--- src/rtl/cnn_mem_pkg.sv ---
// Shared constants and types for the CNN memory read path.
package cnn_mem_pkg;
    localparam int CNN_MEM_ADDR_W = 19;
    localparam int CNN_MEM_DATA_W = 8;
    localparam int CNN_MEM_SIZE   = 375000;

    typedef logic [18:0] cnn_addr_t;
    typedef logic [7:0]  cnn_byte_t;

    typedef enum logic [1:0] {IDLE, ISSUE, DRAIN, FINISH} rd_state_e;
endpackage

--- src/rtl/cnn_mem_reader_if.sv ---
// Read/write bus of the CNN weight/activation memory; master is the initiator.
interface cnn_mem_reader_if #(
    parameter int ADDR_W = 19,
    parameter int DATA_W = 8
);
    logic              mem_chipselect;
    logic              mem_read;
    logic              mem_write;
    logic [DATA_W-1:0] mem_writedata;
    logic [ADDR_W-1:0] mem_address;
    logic [DATA_W-1:0] mem_readdata;

    modport master (
        output mem_chipselect, mem_read, mem_write, mem_writedata, mem_address,
        input  mem_readdata
    );
    modport slave (
        input  mem_chipselect, mem_read, mem_write, mem_writedata, mem_address,
        output mem_readdata
    );
endinterface

--- src/rtl/cnn_mem_rd_fifo.sv ---
// Prefetch FIFO holding {last, data}; head reads as zero while empty.
module cnn_mem_rd_fifo #(
    parameter int DEPTH  = 4,
    parameter int DATA_W = 8
) (
    input  logic                     clk,
    input  logic                     reset,
    input  logic                     push,
    input  logic [DATA_W-1:0]        push_data,
    input  logic                     push_last,
    input  logic                     pop,
    output logic [DATA_W-1:0]        head_data,
    output logic                     head_last,
    output logic                     full,
    output logic                     empty,
    output logic [$clog2(DEPTH):0]   count
);
    localparam int AW = $clog2(DEPTH);

    logic [DATA_W:0] store [DEPTH];
    logic [AW-1:0]   wr_ptr, rd_ptr;
    logic            do_push, do_pop;

    assign empty   = (count == '0);
    assign full    = (count == (AW+1)'(DEPTH));
    assign do_pop  = pop && !empty;
    // a push into a full FIFO is fine when the head leaves in the same cycle
    assign do_push = push && (!full || do_pop);
    assign {head_last, head_data} = empty ? '0 : store[rd_ptr];

    always_ff @(posedge clk) begin
        if (do_push) store[wr_ptr] <= {push_last, push_data};
    end

    always_ff @(posedge clk) begin
        if (reset) begin
            wr_ptr <= '0;
            rd_ptr <= '0;
            count  <= '0;
        end else begin
            if (do_push) wr_ptr <= wr_ptr + AW'(1);
            if (do_pop)  rd_ptr <= rd_ptr + AW'(1);
            count <= count + (AW+1)'(do_push) - (AW+1)'(do_pop);
        end
    end
endmodule

--- src/rtl/cnn_mem_reader.sv ---
// Descriptor-driven byte reader from the CNN memory into a valid/ready stream.
// Optional CNN_MEM_RD_BOUNDS_CHECK_EN adds an err port and rejects out-of-range descriptors.
module cnn_mem_reader
    import cnn_mem_pkg::*;
#(
    parameter int ADDR_W     = CNN_MEM_ADDR_W,
    parameter int DATA_W     = CNN_MEM_DATA_W,
    parameter int MEM_SIZE   = CNN_MEM_SIZE,
    parameter int FIFO_DEPTH = 4,
    parameter int RD_LATENCY = 1
) (
    input  logic               clk,
    input  logic               reset,
    input  logic               cmd_valid,
    output logic               cmd_ready,
    input  logic [ADDR_W-1:0]  cmd_addr,
    input  logic [ADDR_W-1:0]  cmd_len,
    cnn_mem_reader_if.master   mem,
    output logic               out_valid,
    input  logic               out_ready,
    output logic [DATA_W-1:0]  out_data,
    output logic               out_last,
    output logic               busy,
    output logic               done
`ifdef CNN_MEM_RD_BOUNDS_CHECK_EN
   ,output logic               err
`endif
);
    localparam int CW = $clog2(FIFO_DEPTH) + 1;

    if (FIFO_DEPTH < 2 || (FIFO_DEPTH & (FIFO_DEPTH - 1)) != 0 || DATA_W % 8 != 0 ||
        RD_LATENCY < 1 || longint'(MEM_SIZE) > (longint'(1) << ADDR_W)) begin : g_bad_cfg
        $error("cnn_mem_reader: unsupported parameter set");
    end

    rd_state_e             state;
    logic [ADDR_W-1:0]     remaining;
    logic [CW-1:0]         inflight, fifo_count;
    logic [RD_LATENCY-1:0] vld_pipe, last_pipe;
    logic                  issue, ret, ret_last, pop, oob;
    logic                  fifo_full, fifo_empty;

`ifdef CNN_MEM_RD_BOUNDS_CHECK_EN
    assign oob = ({1'b0, cmd_addr} + {1'b0, cmd_len}) > (ADDR_W+1)'(MEM_SIZE);
`else
    assign oob = 1'b0;
`endif

    // credit: every outstanding read already owns a FIFO slot, so returns never overflow
    assign issue = (state == ISSUE) &&
                   (({1'b0, fifo_count} + {1'b0, inflight}) < (CW+1)'(FIFO_DEPTH));
    assign ret      = vld_pipe[RD_LATENCY-1];
    assign ret_last = last_pipe[RD_LATENCY-1];

    assign mem.mem_read       = issue;
    assign mem.mem_chipselect = issue;
    assign mem.mem_write      = 1'b0;
    assign mem.mem_writedata  = '0;

    assign out_valid = !fifo_empty;
    assign pop       = out_valid && out_ready;

    cnn_mem_rd_fifo #(.DEPTH(FIFO_DEPTH), .DATA_W(DATA_W)) u_fifo (
        .clk       (clk),
        .reset     (reset),
        .push      (ret),
        .push_data (mem.mem_readdata),
        .push_last (ret_last),
        .pop       (pop),
        .head_data (out_data),
        .head_last (out_last),
        .full      (fifo_full),
        .empty     (fifo_empty),
        .count     (fifo_count)
    );

    // clearing the pipe on reset drops any read data still on its way back
    always_ff @(posedge clk) begin
        if (reset) begin
            vld_pipe  <= '0;
            last_pipe <= '0;
            inflight  <= '0;
        end else begin
            vld_pipe  <= RD_LATENCY'({vld_pipe, issue});
            last_pipe <= RD_LATENCY'({last_pipe, remaining == ADDR_W'(1)});
            inflight  <= inflight + CW'(issue) - CW'(ret);
        end
    end

    always_ff @(posedge clk) begin
        if (reset) begin
            state           <= IDLE;
            cmd_ready       <= 1'b1;
            busy            <= 1'b0;
            done            <= 1'b0;
            remaining       <= '0;
            mem.mem_address <= '0;
        end else begin
            done <= 1'b0;
            case (state)
                IDLE: if (cmd_valid) begin
                    cmd_ready <= 1'b0;
                    busy      <= 1'b1;
                    if (oob || cmd_len == '0) begin
                        done  <= 1'b1;
                        state <= FINISH;
                    end else begin
                        mem.mem_address <= cmd_addr;
                        remaining       <= cmd_len;
                        state           <= ISSUE;
                    end
                end
                ISSUE: if (issue) begin
                    mem.mem_address <= mem.mem_address + ADDR_W'(1);
                    remaining       <= remaining - ADDR_W'(1);
                    if (remaining == ADDR_W'(1)) state <= DRAIN;
                end
                DRAIN: if (pop && out_last) begin
                    done  <= 1'b1;
                    state <= FINISH;
                end
                FINISH: begin
                    cmd_ready <= 1'b1;
                    busy      <= 1'b0;
                    state     <= IDLE;
                end
            endcase
        end
    end

`ifdef CNN_MEM_RD_BOUNDS_CHECK_EN
    always_ff @(posedge clk) begin
        if (reset) err <= 1'b0;
        else       err <= (state == IDLE) && cmd_valid && oob;
    end
`endif

    a_no_overflow: assert property (@(posedge clk) disable iff (reset) !(ret && fifo_full && !pop));
endmodule

--- src/flat_wrapper.sv ---
// flat-port wrapper written by rule: the top's interface ports become plain ports
module cnn_mem_reader_flat import cnn_mem_pkg::*;
#(
    parameter int ADDR_W     = CNN_MEM_ADDR_W,
    parameter int DATA_W     = CNN_MEM_DATA_W,
    parameter int MEM_SIZE   = CNN_MEM_SIZE,
    parameter int FIFO_DEPTH = 4,
    parameter int RD_LATENCY = 1
)
  (clk, reset, cmd_valid, cmd_ready, cmd_addr, cmd_len, out_valid, out_ready, out_data, out_last, busy, done, mem_mem_chipselect, mem_mem_read, mem_mem_write, mem_mem_writedata, mem_mem_address, mem_mem_readdata);
  cnn_mem_reader_if #(.ADDR_W(ADDR_W), .DATA_W(DATA_W)) mem_i ();
  input  logic clk;
  input  logic reset;
  input  logic cmd_valid;
  output logic cmd_ready;
  input  logic [ADDR_W-1:0] cmd_addr;
  input  logic [ADDR_W-1:0] cmd_len;
  output logic out_valid;
  input  logic out_ready;
  output logic [DATA_W-1:0] out_data;
  output logic out_last;
  output logic busy;
  output logic done;
  output wire logic [$bits(mem_i.mem_chipselect)-1:0] mem_mem_chipselect;
  output wire logic [$bits(mem_i.mem_read)-1:0] mem_mem_read;
  output wire logic [$bits(mem_i.mem_write)-1:0] mem_mem_write;
  output wire logic [$bits(mem_i.mem_writedata)-1:0] mem_mem_writedata;
  output wire logic [$bits(mem_i.mem_address)-1:0] mem_mem_address;
  input wire logic [$bits(mem_i.mem_readdata)-1:0] mem_mem_readdata;
  assign mem_mem_chipselect = mem_i.mem_chipselect;
  assign mem_mem_read = mem_i.mem_read;
  assign mem_mem_write = mem_i.mem_write;
  assign mem_mem_writedata = mem_i.mem_writedata;
  assign mem_mem_address = mem_i.mem_address;
  assign mem_i.mem_readdata = mem_mem_readdata;
  cnn_mem_reader #(.ADDR_W(ADDR_W), .DATA_W(DATA_W), .MEM_SIZE(MEM_SIZE), .FIFO_DEPTH(FIFO_DEPTH), .RD_LATENCY(RD_LATENCY)) u_core (.clk(clk), .reset(reset), .cmd_valid(cmd_valid), .cmd_ready(cmd_ready), .cmd_addr(cmd_addr), .cmd_len(cmd_len), .mem(mem_i), .out_valid(out_valid), .out_ready(out_ready), .out_data(out_data), .out_last(out_last), .busy(busy), .done(done));
endmodule
--- config.mk ---
export PLATFORM = sky130hd
export DESIGN_NAME = cnn_mem_reader_flat
export DESIGN_NICKNAME = d
export VERILOG_FILES = /design/src/rtl/cnn_mem_pkg.sv /design/src/rtl/cnn_mem_reader_if.sv /design/src/rtl/cnn_mem_rd_fifo.sv /design/src/rtl/cnn_mem_reader.sv /design/src/flat_wrapper.sv
export SDC_FILE = /design/constraint.sdc
export NUM_CORES = 1
export LEC_CHECK = 0
export CAP_MARGIN = 20
export CORE_UTILIZATION = 54
export CTS_BUF_LIST = sky130_fd_sc_hd__clkbuf_8
export CTS_CLUSTER_DIAMETER = 60
export CTS_CLUSTER_SIZE = 24
export DETAILED_ROUTE_END_ITERATION = 7
export GPL_TIMING_DRIVEN = 0
export PLACE_DENSITY = 0.94
export SYNTH_ARGS = -nofsm -noshare
export SYNTH_HDL_FRONTEND = slang
export SYNTH_SLANG_ARGS = --single-unit
--- constraint.sdc ---
create_clock -name clk -period 2.49 [get_ports clk]
set_input_delay 0.249 -clock clk [delete_from_list [all_inputs] [get_ports clk]]
set_output_delay 0.249 -clock clk [all_outputs]
set_load 0.1 [all_outputs]
== After elaboration in Yosys (flattened, before gate mapping) ==
Memories as Yosys holds them, arrays and structs flattened. A register that Yosys moved wholly into a read port is not among the register bits.
Cells that the tools add are included.
Widths: inputs -> output; s select.
Storage, ports and cells
  bits of input ports: 50
  bits in registers: 55
  memory bits (writable): 36
  latch bits: 0
  memories kept: 1
  ROM bits: 0
  logic and storage cells: 76
  output and inout port bits: 43
Cells by class
  bitwise logic cells: 0
  mux-type cells: 27
  equality and inequality tests: 10
  reduce and logical (&&, ||, !) cells: 16
  order comparisons: 1
  shift operators: 0
  $mul: 0
  add/subtract/negate cells: 9
  divide/modulo/power cells: 0
Memories
  u_core.u_fifo.store: depth 4, bits a word 9, read ports 1, clocked after memory_dff 1, write ports 1, RTL line cnn_mem_rd_fifo.sv:20  | logic [DATA_W:0] store [DEPTH];
Operator list (number)
  $mux 19: 6
  $pmux 19 s2: 2
  $add 19x1->19 const B: 1
  $eq 19x1->1 const B: 1
  $logic_not 19->1: 1
  $sub 19x1->19 const B: 1
  $mux 2: 7
  $mux 9: 1
  $pmux 2 s4: 1
  $reduce_and 4->1: 2
  $mux 1: 7
  $add 3x1->3: 2
  $ne 2x2->1 const B: 3
  $pmux 1 s2: 3
  $sub 3x1->3: 2
  $logic_and 1x1->1: 5
  $add 2x1->2 const B: 2
  $add 3x3->4: 1
  $eq 2x2->1 const B: 2
  $lt 4x3->1 const B: 1
  $ne 2x1->1 const B: 2
  $reduce_bool 2->1: 2
  $eq 3x3->1 const B: 1
  $logic_not 3->1: 1
  5 further kinds: 6

== Longest topological paths before layout ==
Gate-level depths: netlist of run 1.
  depth after elaboration: 8
  depth in mapped cells: 10
  mapped depth without buffers: 10

== By module ==
From an unflattened synthesis of run 1, not the netlist that was laid out.
Unflattened totals
  cell total of the unflattened synthesis: 510
  area, all modules: 4926.0 sq um
By module, submodules not included
  cnn_mem_reader: area an instance 3066.7 sq um, seq. area each 960.9 sq um, cells each 405, instances 1
  cnn_mem_rd_fifo: area an instance 1859.3 sq um, seq. area each 1261.2 sq um, cells each 105, instances 1

== Worst setup path after synthesis of run 1 ==
OpenSTA, ideal clock, no wires.
  path kind: register -> register
  from: register u_core.mem.mem_address[0]
  to: register u_core.mem.mem_address[18]
  library setup time: 92 ps
  arrival: 2642 ps
  cell stages (with the launch flop): 7
  path slack: -245 ps
  clock period less this slack: 2735 ps
  required time: 2398 ps
  path through: dfxtp_1 > ha_1 > and4_2 > nand4_2 > or3_1 > o31a_1 > o32ai_1
Between the ends
  cells in the longest elaborated chain, start to end: 3
RTL lines
  from (decl): RTL line cnn_mem_reader_if.sv:14  | output mem_chipselect, mem_read, mem_write, mem_writedata, mem_address,
  from (signal assigned): RTL line cnn_mem_reader.sv:108  | mem.mem_address <= cmd_addr;
  from (signal assigned): RTL line cnn_mem_reader.sv:114  | mem.mem_address <= mem.mem_address + ADDR_W'(1);
  $add 19x1->19: RTL line cnn_mem_reader.sv:114
  $mux 19: RTL line cnn_mem_reader.sv:113  | ISSUE: if (issue) begin
  $pmux 19 s2: RTL line cnn_mem_reader.sv:100  | case (state)
Every way passes these cells. The select of a mux whose other input is x is not followed.
A chain may end at the register's enable or synchronous reset.

== Worst setup path after layout of run 1 ==
  from: register u_core.u_fifo.count[2]
  to: output port mem_mem_chipselect
Between the ends
  cells in the longest elaborated chain, start to end: 3
RTL lines
  from (decl): RTL line cnn_mem_rd_fifo.sv:16  | output logic [$clog2(DEPTH):0] count
  from (signal assigned): RTL line cnn_mem_rd_fifo.sv:43  | count <= count + (AW+1)'(do_push) - (AW+1)'(do_pop);
  $add 3x3->4: RTL line cnn_mem_reader.sv:51  | (({1'b0, fifo_count} + {1'b0, inflight}) < (CW+1)'(FIFO_DEPTH));
  $lt 4x3->1: RTL line cnn_mem_reader.sv:51
  $logic_and 1x1->1: RTL line cnn_mem_reader.sv:50  | assign issue = (state == ISSUE) &&
  to (decl): RTL line flat_wrapper.sv:24  | output wire logic [$bits(mem_i.mem_chipselect)-1:0] mem_mem_chipselect;
Every way passes these cells.

==> results of run 1 <==
[final cells by class]
cell class | instances | share of cell area (%)
multi-input combinational | 353 | 40.71
sequential | 93 | 35.69
timing repair buffer | 84 | 13.11
buffer | 43 | 3.563
tap | 108 | 2.162
clock buffer | 9 | 1.982
inverter | 24 | 1.441
clock inverter | 7 | 1.341
[registers in the layout, summed over array words and instances (netlist names), named ones only]
signal                  count
u_core.done                 1
u_core.last_pipe            1
u_core.u_fifo.wr_ptr        2
u_core.u_fifo.store        36
u_core.ret                  1
u_core.remaining           19
u_core.busy                 1
u_core.state                2
u_core.inflight             3
u_core.mem.mem_address     19
u_core.u_fifo.rd_ptr        2
u_core.cmd_ready            1
u_core.u_fifo.count         3
[how the worst min path moves through the flow]
| stage | endpoint | slack (ps) | depth (start not counted) |
|---|---|---|---|
| 2_1_floorplan | u_core.u_fifo.store[0][0] | 350 | 0 |
| 3_3_place_gp | u_core.last_pipe | 410 | 1 |
| 3_5_place_dp | u_core.last_pipe | 420 | 1 |
| 4_1_cts | u_core.last_pipe | 430 | 1 |
| 5_1_grt | u_core.last_pipe | 460 | 1 |
| 6_report | u_core.last_pipe | 440 | 1 |
[timing repair]
| action | 4_1_cts | 5_1_grt |
|---|---|---|
| setup endpoints to repair | 13 | 44 |
| pin swaps | 0 | 1 |
| resized for setup | 36 | 25 |
| setup buffers | 0 | 1 |
[layer usage]
metal / global-route usage [%] / up-vias
met2: 54.39 / 327
met5: 0 / -
met4: 17.34 / 0
li1: - / 2105
met3: 7.373 / 60
met1: 37.85 / 2197
[layout by cell type (no fill, tap or decap), types with 18 or more instances in the layout]
cell	instances
a21oi_1	33
o31ai_1	18
dfxtp_1	50
clkbuf_1	19
nor2_1	28
edfxtp_1	36
nand3_1	19
clkdlybuf4s50_1	70
nand2_1	44
inv_1	22
[metrics by stage]
| step | instances | setup slack [ps] | setup TNS (ps) |
|---|---|---|---|
| CTS | 721 | -60.32 | -60.32 |
| finish | 721 | 117.7 | 0 |
| detailed placement | 705 | -200.5 | -2124 |
| global placement | 704 | -296.1 | -3724 |
| global route | 721 | -8.906 | -20.98 |
| floorplan | 514 | 9.921 | 0 |
[power groups by stage]
stage / Combinational (mW) / Sequential (mW) / Clock [mW]
floorplan: 3.14 / 3.29 / 0
global placement: 5.24 / 2.41 / 0
detailed placement: 5.37 / 2.43 / 0
CTS: 5.36 / 2.40 / 1.05
global route: 5.78 / 2.49 / 1.10
finish: 5.49 / 2.44 / 1.05
[cell families after synthesis]
logic type	after synthesis	synth area share, %
and+or+nand+nor	165	18.14
other	1	0.07489
xor gates and xnor gates	8	1.399
buffers and inverters	68	6.172
adders and majority gates	19	5.047
muxes	11	4.448
AOI/OAI and AO/OA	141	20.34
DFF	93	44.38
==> flow_summary.json, run 1 <==
{
  "yosys-top-cells-area": "dfxtp_1 23%, edfxtp_1 22%, ha_1 4.2%",
  "setup_viol": 0,
  "period_share_pct": 95.27,
  "routedWlPerCell_um": 21.07,
  "finalNetCount": 677,
  "pwr-share-seq_pct": 27.2,
  "crit_arrival_ps": 2120,
  "reg2reg_depth": 9,
  "core_sq_mm": 0.008848,
  "switching_share_pct": 55.99,
  "timing.hold.ws_ps": 439.2,
  "drive_above_1_share_pct": 14.52,
  "wl_met1_mm": 5.517,
  "clockBufferDepth": 2,
  "synth_common_cells": "57 x dfxtp_1, 45 x nand2_1, 36 x edfxtp_1, 33 x a21oi_1, 28 x nor2_1",
  "crit_path_start": "u_core.u_fifo.count[2]",
  "slowest_delay_ps": 570,
  "postRouteAntennaNets": 0,
  "cp.required_ps": 2240,
  "cp_slowest_cell": "clkdlybuf4s15_2",
  "r2r_start": "u_core.u_fifo.count[2]",
  "antennaDiodeCount": 0,
  "clock_tree.root_cell": "clkbuf_8",
  "synth-edff-count": 36,
  "cts-hold-fix-buffers": 0,
  "rsz0062_at_grt": "yes",
  "fillCellCount": 644,
  "status": "complete, but fails checks",
  "power_switching_mw": 5.031,
  "die_y_um": 98.30,
  "synth_seq_cells": 93,
  "place_area_sq_mm": 0.006008,
  "crit_path_end_kind": "output port",
  "hold_class": "reg -> reg",
  "dr.pass1.iters": 8,
  "ys_async_sr_fraction_pct": 0,
  "antenna_found_initial": 0,
  "yosysTopAreaCellShare_pct": 22.79,
  "finalClockSkew_ps": 15.95,
  "multiInputGateArea_sq_mm": 0.002545,
  "critPathLaunchType": "flip-flop",
  "grt_usage_pct": 32.08,
  "die_w_um": 98.30,
  "grt-ovfl-total": 0,
  "reg2reg_slack_ps": 140,
  "cp.depth": 5,
  "cts_tree": "yes",
  "clk_pin_slew_ps": 110,
  "drc_errors": 3,
  "syn2layout_area_growth_pct": 24.84,
  "peakVddDrop_mv": 1.025,
  "violations": "design-rule violations",
  "first_global_vias": 4737,
  "routed_via_density": 6.503,
  "final_util_pct": 70.64,
  "port_buffers": 82,
  "synth_top_area_cell": "dfxtp_1",
  "worstSkewPairLatency_ps": 370,
  "p_leak_nw": 2.252,
  "gp_congestion": 0.9922,
  "cp_cell_sequence": "ha_1 > nor3_2 > nand3_1 > inv_2 > clkdlybuf4s15_2",
  "path_buf_inv": 2,
  "highest_layer": "met4",
  "clock_power_share_pct": 11.7,
  "drv_cap": 0,
  "drt_iter0_drc": 553,
  "grt_pass1_wl_mm": 23.85,
  "intPower_mw": 3.954,
  "start_util_pct": 56.59,
  "synth.cell_area_sq_mm": 0.005007,
  "synthCells": 506,
  "rows": 34,
  "vias": 4689,
  "yosysMostFrequentCell": "dfxtp_1",
  "fin_area_sq_mm": 0.006251,
  "ys_warn_count": 0,
  "wirelength_mm": 15.19,
  "htreeDepth": 3,
  "dieArea_sq_mm": 0.009662,
  "critPathCapture": "mem_mem_chipselect",
  "min_period_ps": 2372,
  "crit_type": "reg -> out",
  "io_pins": 93,
  "holdCritStartpoint": "u_core.remaining[18]",
  "ff_latch_area_sq_mm": 0.002231,
  "maxSlewHeadroom_pct": 32.98,
  "wl_met2_mm": 7.605,
  "finalHoldViolations": 0,
  "numCtsBuffers": 9,
  "p_per_area_mw_per_mm2": 1437,
  "r2r_end": "u_core.remaining[14]",
  "pwr-share-comb_pct": 61.1,
  "tightest_slew_ps": 1002,
  "met3_wirelength_mm": 1.581,
  "synth.avg_cell_area_sq_um": 9.896,
  "timing.fmax_ghz": 0.4215,
  "dpl.hpwl_mm": 10.28,
  "synth-main-ff-cell": "dfxtp_1",
  "yosysSeqAreaShare_pct": 44.38,
  "synth.distinct_cells": 65,
  "path_delay_family": "buffers and inverters",
  "final_max_slew_viol_count": 0,
  "p_total_mw": 8.985,
  "grt_max_degree": 21,
  "cts.sinks": 93,
  "cp_max_fo": 5
}
No activity file was read; power rests on OpenSTA's default activity.
==> run 2, diff against run 1 <==
Settings changed: CORE_MARGIN set to 2.
==> flow_summary.json, run 2 (synthesized netlist as in run 1, its figures left out) <==
{
  "htreeDepth": 3,
  "grt-ovfl-total": 0,
  "drv_cap": 0,
  "rows": 35,
  "status": "complete, no violations",
  "clk_pin_slew_ps": 110,
  "place_area_sq_mm": 0.006005,
  "die_y_um": 100.3,
  "gp_congestion": 0.9661,
  "reg_top3": "u_core.u_fifo.store x36, u_core.mem.mem_address x19, u_core.remaining x19",
  "crit_path_end_kind": "flip-flop",
  "period_share_pct": 97.87,
  "drt_iter0_drc": 553,
  "io_pins": 93,
  "cts.sinks": 93,
  "port_buffers": 82,
  "core_sq_mm": 0.009109,
  "start_util_pct": 54.97,
  "fin_area_sq_mm": 0.006185,
  "critPathLaunchType": "flip-flop",
  "tightest_slew_ps": 1002,
  "numCtsBuffers": 9,
  "largest_register_ffs": 36,
  "setup_viol": 0,
  "fillCellCount": 742,
  "p_per_area_mw_per_mm2": 1431,
  "vias": 4677,
  "grt_max_degree": 20,
  "hold_class": "reg -> reg",
  "wirelength_mm": 14.91,
  "peakVddDrop_mv": 0.9763,
  "first_global_vias": 4655,
  "dpl.hpwl_mm": 10.50,
  "antenna_found_initial": 0,
  "syn2layout_area_growth_pct": 23.51,
  "grt_usage_pct": 29.93,
  "clockBufferDepth": 2,
  "maxSlewHeadroom_pct": 32.97,
  "finalNetCount": 675,
  "grt_pass1_wl_mm": 23.49,
  "finalClockSkew_ps": 13.23,
  "antennaDiodeCount": 0,
  "crit_type": "reg -> reg",
  "worstSkewPairLatency_ps": 370,
  "mostFrequentLayoutCells": "70 x clkdlybuf4s50_1, 50 x dfxtp_1, 45 x nand2_1",
  "drive_above_1_share_pct": 13.58,
  "p_leak_nw": 2.238,
  "crit_arrival_ps": 2720,
  "postCtsSetupBuffers": 0,
  "cp_cell_sequence": "inv_1 > ha_1 > buf_2 > buf_1 > clkbuf_1 > a21oi_1 > a211oi_1",
  "regMostFlops": "u_core.u_fifo.store",
  "setup_slack_ps": 53.13,
  "final_util_pct": 67.90,
  "dieArea_sq_mm": 0.01006,
  "timing.hold.ws_ps": 432.4,
  "multiInputGateArea_sq_mm": 0.002527,
  "min_period_ps": 2437,
  "final_cells": 722,
  "drc_errors": 0,
  "cp_slowest_cell": "clkbuf_1",
  "rsz0062_at_grt": "no",
  "dpl_worst_slack_ps": -276.9,
  "die_w_um": 100.3,
  "dr.pass1.iters": 6,
  "slowest_delay_ps": 580,
  "finalHoldViolations": 0,
  "cp.required_ps": 2770,
  "clock_tree.root_cell": "clkbuf_8",
  "final_max_slew_viol_count": 0,
  "final_common_cell": "clkdlybuf4s50_1",
  "cts_tree": "yes",
  "ff_latch_area_sq_mm": 0.002231,
  "routed_via_density": 6.478,
  "dp.cells": 707,
  "routedWlPerCell_um": 20.66,
  "timing.fmax_ghz": 0.4104,
  "postRouteAntennaNets": 0,
  "cp_max_fo": 10
}
[run 2: cell types whose count changed in the layout (fill, tap and decap cells not counted), sizes merged]
cell	previous run	this run
clkdlybuf4s15	6	2
buf	28	29
clkbuf	31	32
clkinv	3	2
clkinvlp	0	1
[run 2: layer usage]
metal | track usage [%] | part of all wire (%)
met5 | 0 | 0
met3 | 4.944 | 8.9
met1 | 37.52 | 39
met4 | 14.33 | 4.3
met2 | 50.39 | 48
[run 2: critical path, delay by kind of cell, from the launching register on]
| family | cells | cell delay [ps] |
|---|---|---|
| AO/OA/AOI/OAI | 2 | 450 |
| buffers and inverters | 4 | 1420 |
| adder cells (fa/ha/maj) | 1 | 150 |
| flip-flops | 1 | 350 |
[run 2: power breakdown]
group          leakage (nW)  switching, mW  internal, mW
Combinational          1.34           3.87          1.52
Clock                0.0985          0.633         0.398
Sequential            0.799          0.465          1.97
[run 2: path summary, 6_finish.rpt]
check                                           from                  end  slack (ps)  cells after the start
worst max-delay path                 u_core.state[1]  u_core.remaining[8]          50                      7
worst min-delay path            u_core.remaining[18]     u_core.last_pipe         430                      1
worst max register to register       u_core.state[1]  u_core.remaining[8]          50                      7
worst min register to register  u_core.remaining[18]     u_core.last_pipe         430                      1
[run 2: stage by stage]
step,power [mW],TNS (ps)
2_1_floorplan,6.432,0
3_3_place_gp,7.704,-2491
3_5_place_dp,7.801,-2800
4_1_cts,8.792,0
5_1_grt,9.268,0
6_report,8.852,0
[run 2: area by class of cell]
cell class | instances | area share, %
well taps | 111 | 2.246
clock buffers | 9 | 2.003
repair buffers | 82 | 12.60
flip-flops and latches | 93 | 36.07
inverters | 24 | 1.457
plain buffers | 43 | 3.540
clock inverters | 7 | 1.214
multi-input cells | 353 | 40.87
[run 2: what timing repair did]
action | CTS | global route
gates resized for setup | 43 | 16
setup endpoints to repair | 15 | 39
hold buffers | 0 | 0
==> run 3, diff against run 2 <==
Settings changed: CAP_MARGIN 20 to not set, CORE_MARGIN 2 to not set.
==> flow_summary.json, run 3 (synthesized netlist as in run 1, its figures left out) <==
{
  "clock_tree.root_cell": "clkbuf_8",
  "io_pins": 93,
  "period_share_pct": 95.76,
  "tightest_slew_ps": 1004,
  "dpl.hpwl_mm": 10.17,
  "p_per_area_mw_per_mm2": 1431,
  "vias": 4749,
  "postRouteAntennaNets": 0,
  "htreeDepth": 3,
  "routed_via_density": 6.587,
  "min_period_ps": 2384,
  "multiInputGateArea_sq_mm": 0.002545,
  "setup_tns_ps": 0,
  "antennaDiodeCount": 0,
  "final_cells": 721,
  "timing.fmax_ghz": 0.4194,
  "cp_slowest_cell": "dfxtp_2",
  "clk_pin_slew_ps": 100,
  "gp_congestion": 0.9922,
  "p_leak_nw": 2.246,
  "routedWlPerCell_um": 20.12,
  "cp_cell_sequence": "ha_1 > nor3_2 > nand3_1 > inv_2 > o21ai_1 > buf_2 > buf_2 > o311ai_1 > o31ai_1",
  "slowest_delay_ps": 370,
  "wirelength_mm": 14.51,
  "status": "complete, but fails checks",
  "die_w_um": 98.30,
  "worstSkewPairLatency_ps": 370,
  "mostFrequentLayoutCells": "70 x clkdlybuf4s50_1, 50 x dfxtp_1, 44 x nand2_1",
  "finalHoldViolations": 0,
  "regMostFlops": "u_core.u_fifo.store",
  "crit_arrival_ps": 2620,
  "grt-ovfl-total": 0,
  "final_max_slew_viol_count": 0,
  "cp_max_fo": 10,
  "dr.pass1.iters": 8,
  "crit_top_cell": "buf_2",
  "first_global_vias": 4721,
  "cp.required_ps": 2720,
  "grt_pass1_wl_mm": 23.28,
  "violations": "design-rule violations",
  "peakVddDrop_mv": 1.075,
  "start_util_pct": 56.59,
  "cts_tree": "yes",
  "critPathLaunchType": "flip-flop",
  "largest_register_ffs": 36,
  "finalNetCount": 677,
  "drv_cap": 0,
  "die_y_um": 98.30,
  "drt_iter0_drc": 586,
  "rsz0062_at_grt": "no",
  "syn2layout_area_growth_pct": 23.66,
  "crit_type": "reg -> reg",
  "maxSlewHeadroom_pct": 32.85,
  "rows": 34,
  "drive_above_1_share_pct": 14.36,
  "hold_class": "reg -> reg",
  "numCtsBuffers": 9,
  "finalClockSkew_ps": 9.702,
  "setup_viol": 0,
  "grt_usage_pct": 31.06,
  "ff_latch_area_sq_mm": 0.002231,
  "drc_errors": 4,
  "reg_top3": "u_core.u_fifo.store x36, u_core.mem.mem_address x19, u_core.remaining x19",
  "core_sq_mm": 0.008848,
  "crit_path_end_kind": "flip-flop",
  "port_buffers": 82,
  "final_common_cell": "clkdlybuf4s50_1",
  "dp.cells": 704,
  "antenna_found_initial": 0,
  "cts.sinks": 93,
  "clockBufferDepth": 2,
  "cts-hold-fix-buffers": 0,
  "fillCellCount": 667,
  "dieArea_sq_mm": 0.009662,
  "grt_max_degree": 20
}
run 3: cell types whose count changed in the layout (fill, tap and decap cells not counted), sizes merged:
cell,change
buf,+3
clkdlybuf4s15,-2
clkdlybuf4s18,+1
clkinv,-1
clkinvlp,-1
inv,+2
run 3: layer usage:
metal	global-route usage [%]	part of all wire, %
met5	0	0
met4	20.55	4.4
met3	5.512	11
met2	51.41	48
met1	37.26	37
run 3: area by class of cell:
cell class                 instances  area share (%)
multi-input combinational        353           41.10
sequential                        93           36.03
timing repair buffer              83           12.55
buffer                            44           3.617
tap                              108           2.182
clock buffer                       9           2.000
inverter                          24           1.455
clock inverter                     7           1.071
run 3: repair_timing:
item	4_1_cts	5_1_grt
gates resized for setup	42	28
gates cloned	0	0
endpoints found under the setup margin	13	43
pin swaps	0	1
setup buffers	0	1
run 3: per-stage QoR:
step | power (mW) | hold slack (ps) | setup WS [ps] | utilization (%) | instance area [sq um]
after floorplan | 6.432 | 347.9 | 9.921 | - | 5045
after global placement | 7.647 | 408.2 | -296.1 | 67.82 | 6001
after detailed placement | 7.776 | 418.1 | -307.4 | 67.82 | 6001
after CTS | 8.737 | 431.2 | 4.026 | 70.04 | 6197
after global routing | 9.284 | 458.8 | 0.8522 | 69.98 | 6192
final | 8.860 | 428.5 | 105.7 | 69.98 | 6192
run 3: path summary, 6_finish.rpt:
kind                           from                   end  slack [ps]  cells past startpoint
min            u_core.remaining[18]      u_core.last_pipe         430                      1
min reg2reg    u_core.remaining[18]      u_core.last_pipe         430                      1
max          u_core.u_fifo.count[2]  u_core.remaining[10]         110                      9
max reg2reg  u_core.u_fifo.count[2]  u_core.remaining[10]         110                      9
run 3: worst max-delay path: cells and delay by family (launching register included):
kind	cells	cell delay, ps
flip-flops	1	370
AO/OA/AOI/OAI	3	600
adder cells (fa/ha/maj)	1	310
buffers and inverters	3	600
AND/OR/NAND/NOR	2	380
run 3: power by group:
group	internal, mW	switching (mW)
clock	0.394	0.606
sequential	1.97	0.465
combinational	1.52	3.90
